## config.mk

```make
export PLATFORM = sky130hd
export DESIGN_NAME = axis_meta_deframer
export DESIGN_NICKNAME = d
export VERILOG_FILES = /design/src/rtl/axis_meta_pkg.sv /design/src/rtl/axis_skid_buf.sv /design/src/rtl/axis_meta_deframer.sv
export SDC_FILE = /design/constraint.sdc
export NUM_CORES = 2
export LEC_CHECK = 0
export CAP_MARGIN = 20
export CELL_PAD_IN_SITES_DETAIL_PLACEMENT = 2
export CELL_PAD_IN_SITES_GLOBAL_PLACEMENT = 2
export CORE_AREA = 2 2 541 543
export CTS_BUF_LIST = sky130_fd_sc_hd__clkbuf_4 sky130_fd_sc_hd__clkbuf_8 sky130_fd_sc_hd__clkbuf_16
export CTS_CLUSTER_DIAMETER = 80
export DETAILED_ROUTE_END_ITERATION = 16
export DIE_AREA = 0 0 543 545
export GPL_TIMING_DRIVEN = 1
export PLACE_DENSITY = 0.55
export RECOVER_POWER = 100
export SYNTH_ARGS = -nofsm -noshare
export SYNTH_HDL_FRONTEND = slang
export SYNTH_SLANG_ARGS = --single-unit
```

## constraint.sdc

```tcl
create_clock -name clk -period 59.6 [get_ports clk]
set_clock_uncertainty 0.05 [all_clocks]
set_input_delay 17.88 -clock clk [delete_from_list [all_inputs] [get_ports clk]]
set_output_delay 17.88 -clock clk [all_outputs]
set_load 0.1 [all_outputs]
```

## src/rtl/axis_meta_pkg.sv

```systemverilog
// Shared framing types for the parser-to-deframer metadata stream.
package axis_meta_pkg;

  localparam int DATA_W = 512;
  localparam int META_W = 356;

  typedef enum logic [1:0] {HDR, PAYLOAD, DROP} dfrm_state_t;

  typedef struct packed {
    logic              last;
    logic [DATA_W-1:0] data;
  } axis_beat_t;

endpackage

```

## src/rtl/axis_skid_buf.sv

```systemverilog
// 2-entry skid buffer: 1-cycle latency, s_ready depends only on occupancy, never on m_ready.
module axis_skid_buf #(
  parameter int W = 8
) (
  input  logic         clk,
  input  logic         rst,
  input  logic [W-1:0] s_data,
  input  logic         s_valid,
  output logic         s_ready,
  output logic [W-1:0] m_data,
  output logic         m_valid,
  input  logic         m_ready
);

  logic [W-1:0] slot [2];
  logic         wr_ptr;
  logic         rd_ptr;
  logic [1:0]   count;
  logic         push;
  logic         pop;

  assign s_ready = (count != 2'd2);
  assign m_valid = (count != 2'd0);
  assign m_data  = slot[rd_ptr];
  assign push    = s_valid && s_ready;
  assign pop     = m_valid && m_ready;

  always_ff @(posedge clk or posedge rst) begin
    if (rst) begin
      slot[0] <= '0;
      slot[1] <= '0;
      wr_ptr  <= 1'b0;
      rd_ptr  <= 1'b0;
      count   <= 2'd0;
    end else begin
      if (push) begin
        slot[wr_ptr] <= s_data;
        wr_ptr       <= !wr_ptr;
      end
      if (pop) begin
        rd_ptr <= !rd_ptr;
      end
      count <= count + {1'b0, push} - {1'b0, pop};
    end
  end

endmodule

```

## src/rtl/axis_meta_deframer.sv

```systemverilog
// Splits header beats onto a metadata channel and forwards payload with 1-cycle latency;
// header accept stalls while the metadata slot is full, payload accept stalls on a full skid.
module axis_meta_deframer #(
  parameter int DATA_W    = axis_meta_pkg::DATA_W,
  parameter int META_W    = axis_meta_pkg::META_W,
  parameter int MAX_BEATS = 3
) (
  input  logic              clk,
  input  logic              rst,
  input  logic [DATA_W-1:0] s_tdata,
  input  logic              s_tvalid,
  output logic              s_tready,
  input  logic              s_tlast,
  input  logic              s_tuser,
  output logic [DATA_W-1:0] m_tdata,
  output logic              m_tvalid,
  input  logic              m_tready,
  output logic              m_tlast,
  output logic [META_W-1:0] meta_tdata,
  output logic              meta_tvalid,
  input  logic              meta_tready,
  output logic [15:0]       err_cnt,
  output logic              pad_err
);

  import axis_meta_pkg::*;

  localparam int CW = $clog2(MAX_BEATS + 1);
  localparam logic [CW-1:0] LAST_IDX = CW'(MAX_BEATS - 1);

  dfrm_state_t   state;
  logic [CW-1:0] beat_cnt;
  logic          acc;
  logic          push;
  logic          skid_ready;
  logic          last_slot;
  logic          pad_nz;
  logic          err_inc;
  axis_beat_t    push_beat;
  axis_beat_t    out_beat;

  assign last_slot = (beat_cnt == LAST_IDX);
  assign pad_nz    = |s_tdata[DATA_W-1:META_W];

  always_comb begin
    s_tready = 1'b0;
    err_inc  = 1'b0;
    case (state)
      HDR:     s_tready = !meta_tvalid || meta_tready;
      PAYLOAD: s_tready = skid_ready;
      DROP:    s_tready = 1'b1;
      default: s_tready = 1'b0;
    endcase
    acc = s_tvalid && s_tready;
    case (state)
      HDR:     err_inc = acc && (s_tlast || !s_tuser);
      PAYLOAD: err_inc = acc && (s_tuser || (!s_tlast && last_slot));
      default: err_inc = 1'b0;
    endcase
    push           = acc && (state == PAYLOAD) && !s_tuser;
    // The beat filling the last slot closes the packet even without TLAST.
    push_beat.last = s_tlast || last_slot;
    push_beat.data = s_tdata;
  end

  always_ff @(posedge clk or posedge rst) begin
    if (rst) begin
      state       <= HDR;
      beat_cnt    <= '0;
      meta_tdata  <= '0;
      meta_tvalid <= 1'b0;
      err_cnt     <= 16'd0;
      pad_err     <= 1'b0;
    end else begin
      if (err_inc && (err_cnt != 16'hFFFF)) begin
        err_cnt <= err_cnt + 16'd1;
      end
      if (meta_tvalid && meta_tready) begin
        meta_tvalid <= 1'b0;
      end
      case (state)
        HDR: begin
          if (acc && s_tuser) begin
            if (pad_nz) begin
              pad_err <= 1'b1;
            end
            if (!s_tlast) begin
              meta_tdata  <= s_tdata[META_W-1:0];
              meta_tvalid <= 1'b1;
              beat_cnt    <= '0;
              state       <= PAYLOAD;
            end
          end else if (acc && !s_tlast) begin
            state <= DROP;
          end
        end
        PAYLOAD: begin
          if (push) begin
            beat_cnt <= beat_cnt + 1'b1;
            if (s_tlast) begin
              state <= HDR;
            end else if (last_slot) begin
              state <= DROP;
            end
          end
        end
        DROP: begin
          if (acc && s_tlast) begin
            state <= HDR;
          end
        end
        default: state <= HDR;
      endcase
    end
  end

  axis_skid_buf #(
    .W ($bits(axis_beat_t))
  ) u_skid (
    .clk     (clk),
    .rst     (rst),
    .s_data  (push_beat),
    .s_valid (push),
    .s_ready (skid_ready),
    .m_data  (out_beat),
    .m_valid (m_tvalid),
    .m_ready (m_tready)
  );

  assign m_tdata = out_beat.data;
  assign m_tlast = out_beat.last;

endmodule

```

# After elaboration in Yosys (flattened, before gate mapping)
# Cells that the tools add are included.
# Widths: inputs -> output; s select.
# op_classes
add_sub_neg,4
multipliers,0
n_div,0
order_cmp,3
n_eq_ne,12
shift,0
n_mux,24
n_bitwise,3
n_reduce_logical,31
# ops
cell,n
$mux 513,4
$bwmux 1026,1
$demux 513 s1,1
$reduce_or 156->1,1
$mux 2,10
$add 16x1->16 const B,1
$ne 16x16->1 const B,1
$logic_and 1x1->1,14
$ne 3x3->1 const B,3
$ne 2x2->1 const B,4
$pmux 2 s3,1
$reduce_and 3->1,2
$logic_not 1->1,5
$reduce_and 5->1,1
$eq 2x2->1 const B,2
$ge 2x2->1 const B,2
$logic_or 1x1->1,4
$mux 1,4
$not 1->2,2
$pmux 2 s2,1
$reduce_and 4->1,1
$reduce_bool 2->1,2
$pmux 1 s3,1
$add 2x1->2,1
other kinds (8),8
# totals
regBits,1408
latchBits,0
ramBits,0
romBits,0
in_bits,519
elab_cells,88
mem_count,0

# Logic depth before layout (Yosys ltp)
# depth
ltp_word,9
mapped_depth,9
ltp_nobuf,7

# Cells and area by module
# From an unflattened synthesis, not the netlist that was laid out.
# unflattened
hier_cells,4423
hier_area_um2,61217.5
# modules_own_cells
module,instances,cells_per_inst,area_per_inst_um2,seq_area_each_um2
axis_skid_buf,1,2755,46468.3,25774.7
axis_meta_deframer,1,1668,14749.1,9459.1

# Worst setup path before layout
# No wires, ideal clock.
# synth_timing
path_kind,input port to output port
start,in meta_tready
end,out s_tready
arrival_time_ns,18.869
path_slack_ns,22.801
cell_stages,2
path_buffers,0
cell_sequence,or4b_4 -> and2_1
# synth_via
elab_chain_len,2
# synth_rtl
item,line_no,source
"start, declared",axis_meta_deframer.sv:21,"input logic meta_tready,"
$logic_or 1x1->1,axis_meta_deframer.sv:49,HDR: s_tready = !meta_tvalid || meta_tready;
$pmux 1 s3,axis_meta_deframer.sv:48,case (state)
"end, declared",axis_meta_deframer.sv:12,"output logic s_tready,"
# Every way passes these cells.

==> key figures <==
STA
  • Tightest Pin Transition: 8540 ps
  • Final Hold Vio Count: 0
  • Crit share post-route: 70.2%
  • Crit path time final: 41850 ps
  • Fin Setup TNS: 0 ps
  • Slew Limit Headroom: -469%
  • Max Clock Freq: 0.0239 GHz
  • Slew Limit Fails: 3428
  • RSZ-0062 raised after global routing: no
  • Final setup viols: 0

Route
  • 1st-iter DRT viols: 1186
  • Remaining DRCs: 0
  • Drt pass-1 iters: 6
  • Drt wl/cell: 27.0 µm
  • Wirelength, routed: 248000 µm
  • Post-route ant nets: 0
  • Routed vias: 38100
  • DR vias/cell: 4.15

Synthesis
  • Cell accounting for the most synthesized area: dfrtp_1
  • Async SR Flop Fraction: 100%
  • Synth Register Bits: 1408
  • Synth top area share: 58.0%
  • Synth warn: 0
  • Synth cell count leaders: mux2_2, dfrtp_1, mux2_4
  • Top cells by area, synth: dfrtp_1, mux2_2, mux2_4
  • Ys flop type: dfrtp_1
  • Mapped Area: 0.0607 mm²
  • Count leader, synth: mux2_2
  • Post-synthesis cell type count: 36
  • EDFF count, synth: 0
  • Synthesized netlist cell count: 3678
  • Mean Syn Cell Area: 16.5 µm²
  • Sequential share of the synthesized area: 58.0%
  • Syn nets: 4201

GRT
  • Initial antenna violation count: 125
  • Vias in the first global route: 43100
  • GRT Util Overall: 16.4%
  • Largest net degree at the start of global routing: 151
  • First-pass GRT wire length: 349000 µm
  • GR Overflow Total: 0

Critical path
  • Critical Path RT: 58370 ps
  • CP Capture Type: asynchronous set/reset pin
  • CP max FO: 150
  • Most Frequent Cell on Critical Path: clkbuf_1
  • Critical path, cell by cell: dlygate4sd3_1, clkinvlp_2, clkbuf_1, clkbuf_1, clkbuf_1, clkbuf_1, clkbuf_1
  • Buf+Inv Stages, Crit Path: 7
  • Path type of the worst setup path: in2async
  • CP delay by family, top: buffers and inverters
  • CP max-delay cell: clkbuf_1
  • Critical path's largest stage delay: 5800 ps
  • Setup crit start kind: input pin
  • Data arrival, critical path: 40610 ps

Placed design
  • Dpl hpwl: 187000 µm
  • Port-buffer cells: 1407
  • GP Congestion: 0.809

Clock tree
  • Hold Buf Count CTS: 0
  • Setup Buffers After CTS: 0
  • Clock Sinks: 1408
  • CTS buffer count: 179
  • # resized after CTS: 0
  • Clk_lat worst skew: 820 ps
  • CTS root buffer: clkbuf_16
  • Clock transition at path regs: 60 ps
  • Clock Tree Buf Depth: 4
  • TritonCTS clock tree: done
  • # H-tree levels: 4

Status
  • Outcome: finished, violations left
  • Failing checks: max-capacitance violations, max-slew violations

Cells and area
  • # nets final: 5645
  • Synthesis-to-layout area growth: 36.4%
  • Share of cells above drive strength 1: 33.9%

Floorplanning
  • Die width: 543 µm
  • # IOs: 1408
  • Initial core utilization: 20.9%
  • Die Height: 545 µm
  • Core Region: 0.290 mm²
  • Die footprint: 0.296 mm²
  • Row count: 198

Run
  • Number of max-cap violations: 73

Hold path
  • Min-Delay Path Class: reg2reg
==> per-stage QoR <==
step                      area, µm²  setup WS [ps]  std cells  hold slack (ps)  util, %
final                         82800          17750       9194              431     28.5
after global routing          82700          13200       9160              454     28.5
after CTS                     84900          21640       9157              446     29.3
after detailed placement      78800          21640       8839              433     27.2
after global placement        78700          21640       8831              411     27.1
after floorplan               60700           1970       3678              394        -
==> sequential cells by signal (all words and copies together), names as in the netlist <==
signal         count
state              2
meta_tvalid        1
u_skid.wr_ptr      1
err_cnt           16
beat_cnt           2
meta_tdata       356
u_skid.rd_ptr      1
pad_err            1
u_skid.count       2
u_skid.slot     1026
==> routing by layer <==
layer  routed length, µm  up-vias  track usage, %
met5                 756        -               0
met4                5680      120            3.81
met3               28300      436            7.95
met2              116000     1256            26.6
met1               96700    20100            19.4
li1                    -    16200               -
==> cell families (layout without fill, tap and decap cells) <==
group,after synthesis,count (layout),synth area share (%)
compound gates,13,13,0.134
xor+xnor,19,19,0.274
fa+ha+maj,4,4,0.0824
buf+inv,224,1805,2.42
flops,1408,1408,58.0
mux,1894,1894,38.0
other cells,0,35,0
simple gates,116,116,1.11
==> path summary, 6_finish.rpt <==
path	slack (ps)	to	cells after the start	startpoint
min reg2reg	430	u_skid.slot[904]	1	u_skid.slot[904]
max in group clk	21500	s_tready	4	meta_tready
max	17750	u_skid.slot[1015]	7	rst
min	430	u_skid.slot[904]	1	u_skid.slot[904]
min in group asynchronous	19190	u_skid.slot[93]	2	rst
max reg2reg	42580	u_skid.slot[157]	10	state[1]
==> cells in the final DEF (no fill, tap or decap), drive strengths merged, types with 2 or more instances in the layout <==
cell type,netlist,routed
mux2,1894,1894
dfrtp,1408,1408
dlygate4sd3,0,842
clkdlybuf4s50,0,522
clkbuf,62,366
nor4,46,46
diode,0,35
clkinv,0,32
buf,152,20
xor2,15,15
nand4,14,14
nand2,11,11
inv,10,10
nor2,10,10
nor3,9,9
nand3,8,8
bufinv,0,7
clkinvlp,0,6
o21ai,5,5
xnor2,4,4
ha,4,4
and2,4,4
a21oi,3,3
and3,3,3
nor2b,2,2
nand3b,2,2
nor3b,2,2
==> worst reg2reg max path: stages, from the launching register on <==
cell      delay, ps
dfrtp_1         510
or4b_1          640
and2_0          320
nand4_1         180
clkbuf_1       2030
clkbuf_1       2340
clkbuf_1       2770
clkbuf_1       2340
clkbuf_1       2480
clkbuf_1       2710
mux2_2          530
==> area by class of cell <==
type	count	area, µm²
diodes	35	87.6
fillers	30400	207000
clock buffers	273	5530
flip-flops and latches	1408	35200
repair buffers	1477	14200
multi-input cells	2046	22400
clock inverters	45	493
well taps	3900	4880
inverters	10	38.8
Power is not shown: default switching activity piles up to over one toggle a cycle in this logic, so the estimate is an artifact.
